**src/rtl/latent_noise_generator.sv**
```systemverilog
// latent_noise_generator: LFSR-driven approximately Gaussian Q8.8 latent vector source
module latent_noise_generator #(
  parameter int          NUM_SAMPLES = 64,
  parameter int          SUM_TERMS   = 4,
  parameter logic [31:0] SEED        = 32'hACE12468,
  parameter logic [31:0] LFSR_MASK   = 32'h80200003,
  parameter int          SCALE_SHIFT = 3
) (
  input  logic                      clk,
  input  logic                      rst,
  input  logic                      start,
  input  logic                      seed_load,
  input  logic [31:0]               seed_in,
  output logic [16*NUM_SAMPLES-1:0] flat_noise,
  output logic                      busy,
  output logic                      valid,
  output logic                      done
);
  localparam int AW     = $clog2(SUM_TERMS * 4096) + 1;
  localparam int IW     = NUM_SAMPLES > 1 ? $clog2(NUM_SAMPLES) : 1;
  localparam int TW     = $clog2(SUM_TERMS);
  localparam int CENTRE = SUM_TERMS * 4095 / 2;
  typedef enum logic {IDLE, RUN} state_t;
  state_t             state;
  logic [31:0]        lfsr, nxt;
  logic [AW-1:0]      acc, acc_sum;
  logic [IW-1:0]      sample_idx;
  logic [TW-1:0]      term_idx;
  logic signed [31:0] centred;
  logic [15:0]        sample;
  always_comb begin
    nxt     = {1'b0, lfsr[31:1]} ^ (lfsr[0] ? LFSR_MASK : 32'd0);
    acc_sum = acc + AW'(nxt[11:0]);
    centred = $signed(32'(acc_sum)) - CENTRE;
    sample  = 16'(centred >>> SCALE_SHIFT);
  end
  always_ff @(posedge clk) begin
    if (rst) begin
      state      <= IDLE;
      lfsr       <= SEED;
      flat_noise <= '0;
      busy       <= 1'b0;
      valid      <= 1'b0;
      done       <= 1'b0;
      acc        <= '0;
      sample_idx <= '0;
      term_idx   <= '0;
    end else begin
      done <= 1'b0;
      if (state == IDLE) begin
        if (seed_load) lfsr <= (seed_in == 32'd0) ? SEED : seed_in;
        if (start) begin
          state      <= RUN;
          busy       <= 1'b1;
          valid      <= 1'b0;
          acc        <= '0;
          sample_idx <= '0;
          term_idx   <= '0;
        end
      end else begin
        lfsr <= nxt;
        if (term_idx != TW'(SUM_TERMS - 1)) begin
          acc      <= acc_sum;
          term_idx <= term_idx + 1'b1;
        end else begin
          flat_noise[{sample_idx, 4'b0000} +: 16] <= sample;
          acc      <= '0;
          term_idx <= '0;
          if (sample_idx == IW'(NUM_SAMPLES - 1)) begin
            state <= IDLE;
            busy  <= 1'b0;
            valid <= 1'b1;
            done  <= 1'b1;
          end else begin
            sample_idx <= sample_idx + 1'b1;
          end
        end
      end
    end
  end
endmodule

```
**config.mk**
```make
export PLATFORM = sky130hd
export DESIGN_NAME = latent_noise_generator
export DESIGN_NICKNAME = d
export VERILOG_FILES = /design/src/rtl/latent_noise_generator.sv
export SDC_FILE = /design/constraint.sdc
export NUM_CORES = 2
export LEC_CHECK = 0
export ABC_CLOCK_PERIOD_IN_PS = 8900
export BUFFER_PORTS_ARGS = -buffer_cell sky130_fd_sc_hd__buf_4
export CAP_MARGIN = 20
export CORE_AREA = 2 2 418 420
export CTS_CLUSTER_SIZE = 24
export DETAILED_ROUTE_END_ITERATION = 10
export DIE_AREA = 0 0 420 422
export PLACE_DENSITY = 0.39
export SETUP_SLACK_MARGIN = 0.5
export SYNTH_ARGS = -nofsm -noshare
export SYNTH_HDL_FRONTEND = slang
export SYNTH_SLANG_ARGS = --single-unit
```
**constraint.sdc**
```tcl
create_clock -name clk -period 8.9 [get_ports clk]
set_input_delay 0.445 -clock clk [delete_from_list [all_inputs] [get_ports clk]]
set_output_delay 0.445 -clock clk [all_outputs]
set_load 0.02 [all_outputs]
```
==> impl_metrics.py <==
metrics = {
    "drt": {
        "vias": 30790,
        "initialDrtViolationCount": 2013,
        "drtPass1Iterations": 7,
        "wl_um": 172600,
        "drc": 0,
        "wl_per_cell_um": 24.26,
        "ant_nets": 0,
        "via_per_inst": 4.329,
    },
    "timing": {
        "worstMarginPinSlew_ns": 1.165,
        "min_period_ns": 5.478,
        "setup_viol_count_final": 0,
        "slew_headroom_pct": 22.02,
        "fin_skew_ns": 0.02730,
        "slew_viol_final": 0,
        "fin_crit_sh_pct": 61.55,
        "max_clock_freq_ghz": 0.1825,
        "setup_tns_ns": 0,
        "rsz0062_at_grt": "false",
        "hold_slack_ns": 0.09077,
        "finalHoldViolCount": 0,
    },
    "logic_synthesis": {
        "synth_cell_types": 66,
        "syn_area_um2": 34090,
        "synth.largest_area_cell": "dfxtp_1",
        "synth_seq_cells": 891,
        "ys.flop_type": "dfxtp_1",
        "synth_warnings": 0,
        "synth_seq_area_share_pct": 52.32,
        "synth_cells": 3962,
        "synth_top_area_share_pct": 52.32,
        "async_flop_share_pct": 0,
        "ys_top_cells_by_area": "dfxtp_1 52%, a211oi_1 11%, nor2_1 7.9%, nand2_1 6.0%, buf_4 4.2%",
        "synth_nets": 4014,
        "avgSynthCellArea_um2": 8.604,
        "synth-edff-count": 0,
    },
    "die": {
        "ios": 1063,
        "chipWidth_um": 420,
        "dieArea_um2": 177200,
        "coreArea_um2": 172900,
        "start_util_pct": 19.72,
        "die_h_um": 422,
        "rows": 153,
    },
    "global_routing": {
        "grt_max_degree": 181,
        "grt_pass1_vias": 28360,
        "track_usage_pct": 18.58,
        "globalRouteOverflowTotal": 0,
        "grt_pass1_wl_um": 234800,
        "antenna_found_initial": 5,
    },
    "cts": {
        "cts_sinks": 891,
        "clockRootBuffer": "clkbuf_16",
        "cts_tree": "built",
        "cts.reportedPaths.clkPinSlew_ns": 0.06,
        "cts_buffers": 111,
        "h-tree-depth": 3,
        "clk_latency_ns": 0.76,
        "clk_path_buf_depth": 3,
        "cts_resized": 0,
    },
    "layout": {
        "final-instance-count-excl-fill": 7114,
        "area_growth_pct": 38.81,
        "final_util_pct": 27.38,
        "finish.net_count": 4751,
        "final_cell_mix": "1142 x buf_4, 890 x dfxtp_1, 668 x nor2_1, 547 x nand2_1, 493 x a211oi_1",
        "layout-drive-gt1-share_pct": 29.67,
        "mostFrequentLayoutCell": "buf_4",
        "fill_cells": 18570,
        "antenna_cells": 0,
    },
    "power_and_ir_drop": {
        "p_leak_nw": 17.96,
        "p_comb_share_pct": 6.4,
        "power.density_nw_per_um2": 197.4,
        "p_int_mw": 6.921,
        "p_sw_mw": 2.421,
        "total_power_mw": 9.343,
        "seqPwrFrac_pct": 43.0,
        "switching_share_pct": 25.92,
        "peakVddDrop_mv": 0.1429,
        "clkPwrFrac_pct": 50.6,
    },
    "critical_path": {
        "crit_type": "flip-flop to flip-flop",
        "critPathMaxFanout": 19,
        "cp-end-kind": "flip-flop",
        "reg2reg_slack_ns": 3.42,
        "worstPathRequired_ns": 9.50,
        "cp-start-kind": "flip-flop",
        "cp.arrival_ns": 6.08,
    },
    "flow_run": {
        "cap_violations": 0,
    },
    "hold_path": {
        "hp-class": "primary input to flip-flop",
    },
    "placement": {
        "io_buffers": 1062,
        "place.gp.congestion": 0.7750,
        "dp.cells": 6890,
        "dpl.hpwl_um": 121800,
    },
    "status": {
        "status": "finished, final reports clean",
    },
}
## worst paths after layout
| path | start | cells past startpoint | to |
|---|---|---|---|
| hold reg to reg | flat_noise[471]$_SDFFE_PP0P_ | 2 | flat_noise[471]$_SDFFE_PP0P_ |
| setup reg to reg | lfsr[0]$_SDFFE_PP0P_ | 12 | flat_noise[959]$_SDFFE_PP0P_ |
| setup / recovery | lfsr[0]$_SDFFE_PP0P_ | 12 | flat_noise[959]$_SDFFE_PP0P_ |
| hold / removal | seed_in[20] | 5 | lfsr[20]$_SDFFE_PP0P_ |
## per-layer routing
| metal | part of all wire (%) | global-route usage (%) |
|---|---|---|
| met1 | 43 | 23.39 |
| met2 | 49 | 31.50 |
| met3 | 6.6 | 4.566 |
| met4 | 2.0 | 4.646 |
| met5 | 0 | 0 |
## layout make-up
class	instances	area (um^2)	share of cell area (%)
Inverter	14	52.55	0.1110
Sequential cell	891	17840	37.70
Clock inverter	40	535.5	1.132
Tap cell	2325	2909	6.147
Multi-Input combinational cell	2514	13790	29.14
Clock buffer	163	3283	6.938
Timing Repair Buffer	1167	8915	18.84
## synth_stat cells (all sizes together) (4+ instances only)
| library cell | number |
|---|---|
| nand3b | 69 |
| ha | 15 |
| and2 | 5 |
| or3 | 5 |
| o21ai | 54 |
| mux2i | 48 |
| inv | 14 |
| a22oi | 21 |
| clkbuf | 316 |
| xor2 | 17 |
| nor2b | 5 |
| a21o | 6 |
| dfxtp | 891 |
| nor4 | 12 |
| nand4 | 43 |
| a211oi | 495 |
| a21oi | 266 |
| nand3 | 53 |
| a211o | 13 |
| nand2b | 4 |
| xnor2 | 18 |
| nand2 | 547 |
| nor3 | 9 |
| o22ai | 14 |
| a2111oi | 6 |
| a31oi | 13 |
| buf | 227 |
| nor2 | 720 |
| and3 | 10 |
| o2111ai | 4 |
## metrics by stage
stage,worst slack (ns),area [um^2]
2_1_floorplan,5.054,34090
3_3_place_gp,3.526,43170
3_5_place_dp,3.418,43250
4_1_cts,3.423,47180
5_1_grt,2.894,47320
6_report,3.422,47320
## sequential cells by signal, summed over array words and instances (netlist names)
| register | flops |
|---|---|
| lfsr | 32 |
| valid | 1 |
| state | 1 |
| done | 1 |
| acc | 15 |
| sample_idx | 6 |
| busy | 1 |
| term_idx | 2 |
| flat_noise | 832 |
## logic make-up (layout without fill, tap and decap cells)
family | Yosys count | in the layout | share of synthesized area [%]
AO/OA/AOI/OAI | 919 | 919 | 18.01
XOR/XNOR | 35 | 35 | 0.9653
adder cells (fa/ha/maj) | 16 | 16 | 0.6093
buffers and inverters | 557 | 1384 | 8.346
flip-flops | 891 | 891 | 52.32
multiplexers | 49 | 49 | 1.442
AND/OR/NAND/NOR | 1495 | 1495 | 18.30
## repair_timing
item                      CTS  global route
hold endpoints to repair   11             0
buffers inserted            0             0
hold buffers               11             0
## power groups by stage
stage | combinational (mW) | sequential [mW] | clock [mW]
after floorplan | 0.293 | 4.10 | 0
after global placement | 0.610 | 4.11 | 0
after detailed placement | 0.608 | 4.11 | 0
after CTS | 0.614 | 4.02 | 4.87
after global routing | 0.638 | 4.02 | 5.04
final | 0.596 | 4.02 | 4.73
## worst max-delay path, stage by stage, from the launching register on
cell and delay (ns):
dfxtp_1 0.45, xor2_1 0.23, ha_1 0.22, inv_1 0.07, fa_1 0.43, and2b_1 0.33
o22ai_1 0.14, xnor2_1 0.48, nand4_2 0.35, nor4b_4 0.69, nand3_1 0.89, nand2_1 0.84
o21ai_0 0.19
No activity file was read; power rests on OpenSTA's default activity.
